===== config.mk =====
export PLATFORM = sky130hd
export DESIGN_NAME = regfile_wb_arbiter
export DESIGN_NICKNAME = d
export VERILOG_FILES = /design/src/rtl/regfile_pkg.sv /design/src/rtl/wb_fifo.sv /design/src/rtl/regfile_wb_arbiter.sv
export SDC_FILE = /design/constraint.sdc
export NUM_CORES = 1
export LEC_CHECK = 0
export ABC_AREA = 1
export BUFFER_PORTS_ARGS = -buffer_cell sky130_fd_sc_hd__buf_2
export CORE_AREA = 4 4 185 187
export CTS_BUF_LIST = sky130_fd_sc_hd__clkbuf_4
export DETAILED_ROUTE_END_ITERATION = 8
export DIE_AREA = 0 0 189 191
export HOLD_SLACK_MARGIN = 0.05
export MAX_ROUTING_LAYER = met4
export PLACE_DENSITY_LB_ADDON = 0.12
export SLEW_MARGIN = 20
export SYNTH_ARGS = -nofsm -noshare
export SYNTH_HDL_FRONTEND = slang
export SYNTH_HIERARCHICAL = 1
export SYNTH_SLANG_ARGS = --single-unit

===== constraint.sdc =====
create_clock -name i_clk -period 5.4 [get_ports i_clk]
set_input_delay 0.54 -clock i_clk [delete_from_list [all_inputs] [get_ports i_clk]]
set_output_delay 0.54 -clock i_clk [all_outputs]
set_load 0.02 [all_outputs]

===== src/rtl/regfile_pkg.sv =====
// Shared definitions for the register-file writeback arbiter: default widths,
// the writeback request record and the round-robin turn encoding.
package regfile_pkg;

  localparam int XLEN  = 32;
  localparam int REGW  = 5;
  localparam int NREGS = 1 << REGW;

  typedef struct packed {
    logic [REGW-1:0] rd;
    logic [XLEN-1:0] data;
  } wb_req_t;

  typedef enum logic {
    RR_A = 1'b0,
    RR_B = 1'b1
  } rr_e;

endpackage


===== src/rtl/wb_fifo.sv =====
// DEPTH-entry writeback queue with occupancy count, full/empty flags and a
// per-slot valid mask so the parent can see every pending destination.
module wb_fifo #(
  parameter int DW    = 37,
  parameter int DEPTH = 2
) (
  input  logic                i_clk,
  input  logic                i_rst_n,
  input  logic                i_push,
  input  logic [DW-1:0]       i_din,
  input  logic                i_pop,
  output logic [DW-1:0]       o_head,
  output logic [DEPTH*DW-1:0] o_slots,
  output logic [DEPTH-1:0]    o_slot_vld,
  output logic                o_full,
  output logic                o_empty
);

  localparam int PW = (DEPTH > 1) ? $clog2(DEPTH) : 1;
  localparam int CW = $clog2(DEPTH + 1);

  logic [DW-1:0]    r_mem [DEPTH];
  logic [PW-1:0]    r_wptr;
  logic [PW-1:0]    r_rptr;
  logic [CW-1:0]    r_count;
  logic [DEPTH-1:0] r_vld;
  logic [DEPTH-1:0] w_vld_nxt;
  logic             w_push;
  logic             w_pop;

  function automatic logic [PW-1:0] ptr_inc(input logic [PW-1:0] p);
    ptr_inc = (p == PW'(DEPTH - 1)) ? '0 : p + 1'b1;
  endfunction

  assign o_full  = (r_count == CW'(DEPTH));
  assign o_empty = (r_count == '0);
  // Overflow/underflow requests are ignored so a misbehaving parent cannot corrupt order
  assign w_push  = i_push & ~o_full;
  assign w_pop   = i_pop & ~o_empty;
  assign o_head  = r_mem[r_rptr];
  assign o_slot_vld = r_vld;

  // Slot valid mask next state; push and pop never target the same slot
  always_comb begin
    w_vld_nxt           = r_vld;
    w_vld_nxt[r_rptr]   = r_vld[r_rptr] & ~w_pop;
    w_vld_nxt[r_wptr]   = w_vld_nxt[r_wptr] | w_push;
  end

  // Flatten storage for the parent's busy scan
  always_comb begin
    o_slots = '0;
    for (int i = 0; i < DEPTH; i++) begin
      o_slots[i*DW +: DW] = r_mem[i];
    end
  end

  // Queue storage, pointers and occupancy
  always_ff @(posedge i_clk or negedge i_rst_n) begin
    if (!i_rst_n) begin
      r_wptr  <= '0;
      r_rptr  <= '0;
      r_count <= '0;
      r_vld   <= '0;
      for (int i = 0; i < DEPTH; i++) begin
        r_mem[i] <= '0;
      end
    end else begin
      if (w_push) begin
        r_mem[r_wptr] <= i_din;
        r_wptr        <= ptr_inc(r_wptr);
      end
      if (w_pop) begin
        r_rptr <= ptr_inc(r_rptr);
      end
      case ({w_push, w_pop})
        2'b10:   r_count <= r_count + 1'b1;
        2'b01:   r_count <= r_count - 1'b1;
        default: r_count <= r_count;
      endcase
      r_vld <= w_vld_nxt;
    end
  end

endmodule


===== src/rtl/regfile_wb_arbiter.sv =====
// Merges ALU (A) and load (B) writeback streams into one register-file write
// port, with round-robin on contention, a pending-write bitmap and a conflict count.
module regfile_wb_arbiter #(
  parameter int XLEN  = regfile_pkg::XLEN,
  parameter int REGW  = regfile_pkg::REGW,
  parameter int DEPTH = 2
) (
  input  logic                 i_clk,
  input  logic                 i_rst_n,
  input  logic                 i_a_valid,
  output logic                 o_a_ready,
  input  logic [REGW-1:0]      i_a_rd,
  input  logic [XLEN-1:0]      i_a_data,
  input  logic                 i_b_valid,
  output logic                 o_b_ready,
  input  logic [REGW-1:0]      i_b_rd,
  input  logic [XLEN-1:0]      i_b_data,
  output logic                 o_rf_chip_en,
  output logic                 o_rf_write_en,
  output logic [REGW-1:0]      o_rf_wreg,
  output logic [XLEN-1:0]      o_rf_wdata,
  output logic [2**REGW-1:0]   o_busy,
  output logic [15:0]          o_conflict_cnt
);

  import regfile_pkg::*;

  localparam int DW = REGW + XLEN;
  localparam int NR = 1 << REGW;

  logic [DW-1:0]       w_a_head, w_b_head;
  logic [DEPTH*DW-1:0] w_a_slots, w_b_slots;
  logic [DEPTH-1:0]    w_a_vld, w_b_vld;
  logic                w_a_full, w_b_full, w_a_empty, w_b_empty;
  logic                w_a_push, w_b_push;
  logic                w_both, w_gnt_a, w_gnt_b;
  logic [NR-1:0]       w_busy;

  rr_e                 r_rr;
  logic                r_iss_vld;
  logic [REGW-1:0]     r_wreg;
  logic [XLEN-1:0]     r_wdata;
  logic [15:0]         r_conflict_cnt;

  // Ready is a function of start-of-cycle occupancy only, and is held low in reset
  assign o_a_ready = ~w_a_full & i_rst_n;
  assign o_b_ready = ~w_b_full & i_rst_n;
  // Writes to x0 complete the handshake but are dropped here
  assign w_a_push  = i_a_valid & o_a_ready & (i_a_rd != '0);
  assign w_b_push  = i_b_valid & o_b_ready & (i_b_rd != '0);

  wb_fifo #(.DW(DW), .DEPTH(DEPTH)) u_fifo_a (
    .i_clk      (i_clk),
    .i_rst_n    (i_rst_n),
    .i_push     (w_a_push),
    .i_din      ({i_a_rd, i_a_data}),
    .i_pop      (w_gnt_a),
    .o_head     (w_a_head),
    .o_slots    (w_a_slots),
    .o_slot_vld (w_a_vld),
    .o_full     (w_a_full),
    .o_empty    (w_a_empty)
  );

  wb_fifo #(.DW(DW), .DEPTH(DEPTH)) u_fifo_b (
    .i_clk      (i_clk),
    .i_rst_n    (i_rst_n),
    .i_push     (w_b_push),
    .i_din      ({i_b_rd, i_b_data}),
    .i_pop      (w_gnt_b),
    .o_head     (w_b_head),
    .o_slots    (w_b_slots),
    .o_slot_vld (w_b_vld),
    .o_full     (w_b_full),
    .o_empty    (w_b_empty)
  );

  // Grant selection: sole non-empty queue wins, otherwise the round-robin turn
  always_comb begin
    w_both  = ~w_a_empty & ~w_b_empty;
    w_gnt_a = 1'b0;
    w_gnt_b = 1'b0;
    if (w_both) begin
      if (r_rr == RR_A) begin
        w_gnt_a = 1'b1;
      end else begin
        w_gnt_b = 1'b1;
      end
    end else if (!w_a_empty) begin
      w_gnt_a = 1'b1;
    end else if (!w_b_empty) begin
      w_gnt_b = 1'b1;
    end else begin
      w_gnt_a = 1'b0;
      w_gnt_b = 1'b0;
    end
  end

  // Pending-write bitmap over both queues and the issue register; x0 never busy
  always_comb begin
    w_busy = '0;
    for (int i = 0; i < DEPTH; i++) begin
      w_busy[w_a_slots[i*DW+XLEN +: REGW]] = w_busy[w_a_slots[i*DW+XLEN +: REGW]] | w_a_vld[i];
      w_busy[w_b_slots[i*DW+XLEN +: REGW]] = w_busy[w_b_slots[i*DW+XLEN +: REGW]] | w_b_vld[i];
    end
    w_busy[r_wreg] = w_busy[r_wreg] | r_iss_vld;
    w_busy[0]      = 1'b0;
  end

  // Issue register, round-robin turn and contention counter
  always_ff @(posedge i_clk or negedge i_rst_n) begin
    if (!i_rst_n) begin
      r_rr           <= RR_A;
      r_iss_vld      <= 1'b0;
      r_wreg         <= '0;
      r_wdata        <= '0;
      r_conflict_cnt <= 16'h0000;
    end else begin
      if (w_gnt_a) begin
        r_iss_vld         <= 1'b1;
        {r_wreg, r_wdata} <= w_a_head;
      end else if (w_gnt_b) begin
        r_iss_vld         <= 1'b1;
        {r_wreg, r_wdata} <= w_b_head;
      end else begin
        r_iss_vld <= 1'b0;
      end
      if (w_both) begin
        r_rr <= (r_rr == RR_A) ? RR_B : RR_A;
        if (r_conflict_cnt != 16'hFFFF) begin
          r_conflict_cnt <= r_conflict_cnt + 16'h0001;
        end
      end
    end
  end

  assign o_rf_write_en  = r_iss_vld;
  assign o_rf_chip_en   = r_iss_vld;
  assign o_rf_wreg      = r_wreg;
  assign o_rf_wdata     = r_wdata;
  assign o_busy         = w_busy;
  assign o_conflict_cnt = r_conflict_cnt;

endmodule


==> results of run 1 <==
## routing by layer
| metal | part of all wire, % | track usage (%) | vias up |
|---|---|---|---|
| met5 | 0 | - | - |
| met4 | 3.7 | 10.7 | 0 |
| met3 | 6.4 | 4.55 | 119 |
| met2 | 48 | 46.1 | 575 |
| met1 | 42 | 35.9 | 7587 |
| li1 | - | - | 7678 |
## worst min-delay path, cell delays in order
cell     delay (ns)
buf_2          0.10
nand4_1        0.08
nand2_1        0.05
## cells by family after synthesis
logic type               synth area share (%)
other                                  0.0260
flip-flops                               37.3
XOR/XNOR                                 1.03
multiplexers                           0.0781
adder cells (fa/ha/maj)                 0.260
AND/OR/NAND/NOR                          45.6
AO/OA/AOI/OAI                            7.06
buffers and inverters                    8.60
## sequential cells by signal, indices dropped and copies added (netlist names), 2 cells and up
name and flops:
u_fifo_b/r_count 2, o_rf_wdata 32, u_fifo_a/o_slots 74, u_fifo_b/o_slot_vld 2
o_conflict_cnt 16, u_fifo_a/r_count 2, u_fifo_b/o_slots 74, o_rf_wreg 5
u_fifo_a/o_slot_vld 2
## cells in the mapped netlist, types with 6 or more instances
master	instances
nand2_1	886
dfrtp_1	215
nor2_1	206
nand3_1	205
nand4_1	155
inv_1	123
o21ai_0	69
buf_2	56
o211ai_1	44
clkbuf_1	37
nand3b_1	31
buf_4	23
o22ai_1	22
inv_2	16
o21bai_1	14
o21ai_1	13
xor2_1	13
buf_6	10
nand3_2	9
nor3_1	9
or2_2	6
## area by class of cell
cell class | instances | area [µm²]
Antenna cell | 2 | 5.00
Clock buffer | 100 | 751
Clock inverter | 15 | 97.6
Fill cell | 3304 | 14600
Inverter | 140 | 533
Multi-Input combinational cell | 1707 | 8330
Sequential cell | 215 | 5390
Tap cell | 442 | 553
Timing Repair Buffer | 279 | 2220
## per-stage QoR
stage,cells,area (µm²)
2_1_floorplan,2191,14400
3_3_place_gp,2709,15500
3_5_place_dp,2709,15500
4_1_cts,2868,16900
5_1_grt,2900,17900
6_report,2900,17900
## power by group
group | switching, W | total [W] | internal [W] | leakage [nW]
sequential | 0.000551 | 0.00288 | 0.00232 | 2.70
combinational | 0.00416 | 0.00616 | 0.00200 | 5.90
clock | 0.000729 | 0.00162 | 0.000886 | 0.508
total | 0.00544 | 0.0106 | 0.00521 | 9.11
## worst paths after layout
path	from	to	slack [ns]	cells after the start
min in group asynchronous	i_rst_n	u_fifo_a/o_slots[56]$_DFFE_PN0P_	0.35	2
max in group asynchronous	i_rst_n	u_fifo_a/o_slots[35]$_DFFE_PN0P_	3.60	3
worst min register to register	u_fifo_a/o_slots[47]$_DFFE_PN0P_	u_fifo_a/o_slots[47]$_DFFE_PN0P_	0.47	2
worst max register to register	u_fifo_a/r_count[0]$_DFFE_PN0P_	u_fifo_a/o_slots[69]$_DFFE_PN0P_	1.83	11
worst min-delay path	i_a_data[31]	u_fifo_a/o_slots[68]$_DFFE_PN0P_	0.09	3
worst max-delay path	u_fifo_a/o_slots[35]$_DFFE_PN0P_	o_busy[8]	-0.70	36
## repair_timing
item | 4_1_cts | 5_1_grt
endpoints found under the hold margin | 108 | 0
resized for setup | 26 | 141
pin swaps | 6 | 9
setup endpoints to repair | 31 | 31
cloned | 5 | 10
buffers inserted | 16 | 20
hold buffers | 23 | 0
==> key figures, run 1 <==
Run status
  • Status: finished with violations
  • Failing checks: setup timing

STA
  • Hold slack: around 0.095 ns
  • Worst Max-Slew Pin Slew: 1.02 ns
  • Fmax: ~0.16 GHz
  • Tmin final: approximately 6.1 ns
  • Fin worst setup slack: -0.705 ns
  • Rel. slew slack: 32.2%
  • Final Hold Viols: 0
  • Post-route setup TNS: -20.92 ns
  • Final worst-path cycle share: 113%
  • Clock skew: 0.0909 ns
  • RSZ-0062 raised after global routing: true
  • Final number of setup-violating endpoints: 31
  • Final max-slew violation count: 0

Logic synthesis
  • Post-synth top flop: dfrtp_1
  • Largest area contributor in the netlist: dfrtp_1
  • EDFF count, synth: 0
  • Synthesized Nets: around 2300
  • Async S/R FF share, synth: between 90% and 100%
  • Library cells used by synthesis: 36
  • Synth Area per Inst: 6.58 µm²
  • Top-area cell type share of the netlist area: 37.3%
  • Warning count from the yosys run: 6
  • Cell count after synthesis: between 2000 and 2500
  • Register bit total from synthesis: 215
  • Synth Cell Area: between 10000 and 15000 µm²
  • Main area contributors after synthesis: dfrtp_1 (37%), nand2_1 (23%), nand3_1 (7.1%), nand4_1 (6.7%), nor2_1 (5.4%)
  • Sequential share of the synthesized area: 37.3%

Route
  • Post-Route WL: 51900 µm
  • Vias/cell: ~5.5
  • DR pass1 iterations: 6
  • Drt initial violations: approximately 1400
  • Wire per inst: between 15 and 20 µm
  • DRC errors left: 0
  • Vias: ~16000
  • DRT antenna net count: 0

Place
  • Buffers on Ports: 165
  • Hpwl dp: about 34000 µm
  • Pre-CTS WS: ~0.11 ns
  • Gpl congestion: 0.931

Floorplanning
  • Starting Density: between 40% and 50%
  • Row cnt: 66
  • Die Width: about 190 µm
  • Core area: 32500 µm²
  • Die ar.: 36100 µm²
  • I/O pin total: 167
  • Die Span Y: approximately 190 µm

Clocking
  • Clock latency at the later pin of the worst-skew pair: between 0.7 and 0.8 ns
  • H-tree levels: 2
  • Buffer depth of the longest clock path: 3
  • CTS tree: done
  • Cts bufs inserted: 61
  • Clock sink count: ~220
  • Clock slew at reported path FFs: ~0.070 ns
  • Root buf cell: clkbuf_4

Power
  • Total Power: between 0.01 and 0.015 W
  • Cell Pwr Density: just under 600 nW/µm²
  • Peak VDD IR: ~310 µV
  • Lkg Pwr: roughly 9 nW

Finish
  • Nets: 2485
  • Most frequent cells in the layout: nand2_1 (860), dfrtp_1 (207), nor2_1 (200), nand3_1 (157), nand4_1 (155)
  • Commonest non-fill, non-tap cell in the layout: nand2_1
  • Area grow syn2layout: 23.9%
  • Final Util: a little under three fifths
  • Share of layout cells above drive strength 1: 20.3%

Hold path
  • Hold Path Class: input pin to flop

Critical path
  • CP max stage delay: 0.52 ns
  • Max Fanout on Critical Path: 8
  • Worst Setup End Kind: primary output
  • CP required: a little under 5 ns
  • Type of the worst setup path: flop to primary output
  • Top Family by Delay on Critical Path: simple AND/OR/NAND/NOR gates
  • Crit-path slowest cell: dfrtp_2
  • CP Buf/Inv Count: 8
  • Startpoint type of the worst setup path: flop
  • Arrival @ worst endpoint: 5.56 ns
  • Most frequent cell on the critical path: nand2_1

GRT
  • Grt ovf: 0
  • Global-route wire length before repair: roughly 81000 µm
  • Antenna violations before repair: 2
  • Total GRT Usage: around 28%
  • Largest net degree at the start of global routing: between 70 and 80
  • Vias in the first global route: between 15000 and 20000

Flow run
  • Max-cap violation count: 0
No activity file was read; power rests on OpenSTA's default activity.
==> inputs of run 2 (changes only) <==
- PLACE_DENSITY: not set -> 0.72
- PLACE_DENSITY_LB_ADDON: 0.12 -> not set
==> key figures, run 2 (same netlist as run 1, synthesis figures left out) <==
Clocking
  • Clock slew at reported path FFs: approximately 0.070 ns
  • Root buf cell: clkbuf_4
  • CTS tree: done
  • Clock latency at the later pin of the worst-skew pair: between 0.6 and 0.7 ns
  • Cts bufs inserted: 52
  • Buffer depth of the longest clock path: 3
  • H-tree levels: 2
  • Clock sink count: between 200 and 250

Run status
  • Status: finished with violations
  • Failing checks: setup timing

Place
  • Hpwl dp: 35200 µm
  • Buffers on Ports: ~170
  • Gpl congestion: just over 1
  • Pre-CTS WS: around 0.12 ns
  • Total placed cells including tap cells: between 2000 and 3000

STA
  • Clock skew: between 0.03 and 0.04 ns
  • Worst Max-Slew Pin Slew: roughly 1.0 ns
  • Final worst-path cycle share: 111%
  • Hold slack: ~0.13 ns
  • Rel. slew slack: ~31%
  • Fmax: around 0.17 GHz
  • Final number of setup-violating endpoints: 31
  • RSZ-0062 raised after global routing: true
  • Final Hold Viols: 0
  • Final max-slew violation count: 0
  • Tmin final: about 6.0 ns
  • Fin worst setup slack: -0.574 ns

Finish
  • Area of the multi-input gates: between 7000 and 8000 µm²
  • Fillcell total: around 3300
  • Final Util: between 50% and 60%
  • Sequential cell area: roughly 5400 µm²
  • Nets: around 2400
  • Most frequent cells in the layout: nand2_1 (883), dfrtp_1 (207), nor2_1 (200), nand3_1 (189), buf_2 (163)
  • Commonest non-fill, non-tap cell in the layout: nand2_1
  • Share of layout cells above drive strength 1: roughly 16%
  • Layout Cells excl Fill: ~2800
  • Area grow syn2layout: 15.8%

Route
  • DRC errors left: 0
  • Vias/cell: 5.68
  • Vias: between 15000 and 20000
  • DRT antenna net count: 0
  • DR pass1 iterations: 8
  • Post-Route WL: around 52000 µm
  • Wire per inst: approximately 18 µm
  • Drt initial violations: 1591

Floorplanning
  • Die Width: around 190 µm
  • Die ar.: between 30000 and 40000 µm²
  • Starting Density: 44.5%
  • Core area: ~32000 µm²
  • Row cnt: between 60 and 70
  • Die Span Y: about 190 µm
  • I/O pin total: 167

Power
  • Peak VDD IR: between 300 and 400 µV
  • Cell Pwr Density: between 600 and 700 nW/µm²
  • Lkg Pwr: around 8.7 nW
  • Total Power: roughly 0.01 W

Critical path
  • Type of the worst setup path: flop to primary output
  • Crit-path slowest cell: dfrtp_2
  • CP Buf/Inv Count: 9
  • CP max stage delay: around 0.47 ns
  • Most frequent cell on the critical path: nand2_1
  • Startpoint type of the worst setup path: flop
  • Arrival @ worst endpoint: about 5.4 ns
  • Worst Setup End Kind: primary output
  • CP required: about 4.9 ns
  • Top Family by Delay on Critical Path: simple AND/OR/NAND/NOR gates
  • Max Fanout on Critical Path: 32

GRT
  • Global-route wire length before repair: 81200 µm
  • Largest net degree at the start of global routing: 80
  • Total GRT Usage: around 29%
  • Grt ovf: 0
  • Antenna violations before repair: 2
  • Vias in the first global route: around 15000

Hold path
  • Hold Path Class: input pin to flop

Flow run
  • Max-cap violation count: 0
run 2: metrics by stage:
stage	TNS, ns	area, µm²
6_report	-17.18	16700
5_1_grt	-28.29	16700
4_1_cts	-13.23	16500
3_5_place_dp	0	15600
3_3_place_gp	-0.0126	15600
2_1_floorplan	0	14400
run 2: cell type report:
cell class	instances	area share [%]
multi-input cells	1707	47.8
flip-flops and latches	215	32.3
repair buffers	238	10.0
well taps	442	3.31
inverters	140	3.18
clock buffers	65	2.92
clock inverters	11	0.434
diodes	2	0.0300
run 2: path summary, 6_finish.rpt:
path                       cells past startpoint                          endpoint                              from  slack (ns)
max reg2reg                                    9  u_fifo_a/o_slots[47]$_DFFE_PN0P_   u_fifo_a/r_count[0]$_DFFE_PN0P_        1.91
max in group asynchronous                      4        o_rf_wdata[18]$_DFFE_PN0P_                           i_rst_n        2.99
min in group asynchronous                      2  u_fifo_a/o_slots[68]$_DFFE_PN0P_                           i_rst_n        0.45
min reg2reg                                    2  u_fifo_b/o_slots[56]$_DFFE_PN0P_  u_fifo_b/o_slots[56]$_DFFE_PN0P_        0.47
min                                            3  u_fifo_b/o_slots[54]$_DFFE_PN0P_                      i_b_data[17]        0.13
max                                           36                        o_busy[28]  u_fifo_b/o_slots[33]$_DFFE_PN0P_       -0.57
run 2: metal layers:
layer / track usage [%] / up-vias / share of wire [%]
li1: - / 7549 / -
met1: 35.9 / 7540 / 40
met2: 46.3 / 757 / 47
met3: 4.07 / 177 / 7.3
met4: 13.1 / 0 / 5.1
met5: - / - / 0
run 2: worst min-delay path: cells and delay by family:
family | cells | cell delay, ns
AND/OR/NAND/NOR | 2 | 0.13
buffers and inverters | 1 | 0.10
run 2: report_power, final:
group	total, W	switching, W	internal [W]
clock	0.00122	0.000624	0.000600
sequential	0.00289	0.000568	0.00232
combinational	0.00591	0.00403	0.00188
total	0.0100	0.00522	0.00481
run 2: timing repair:
action                                  CTS  global route
gates resized for setup                  35            19
hold buffers                              1             0
setup buffers                             6            14
endpoints found under the setup margin   31            31
pin swaps                                 0            15
gates cloned                              5             0
endpoints found under the hold margin    73             0
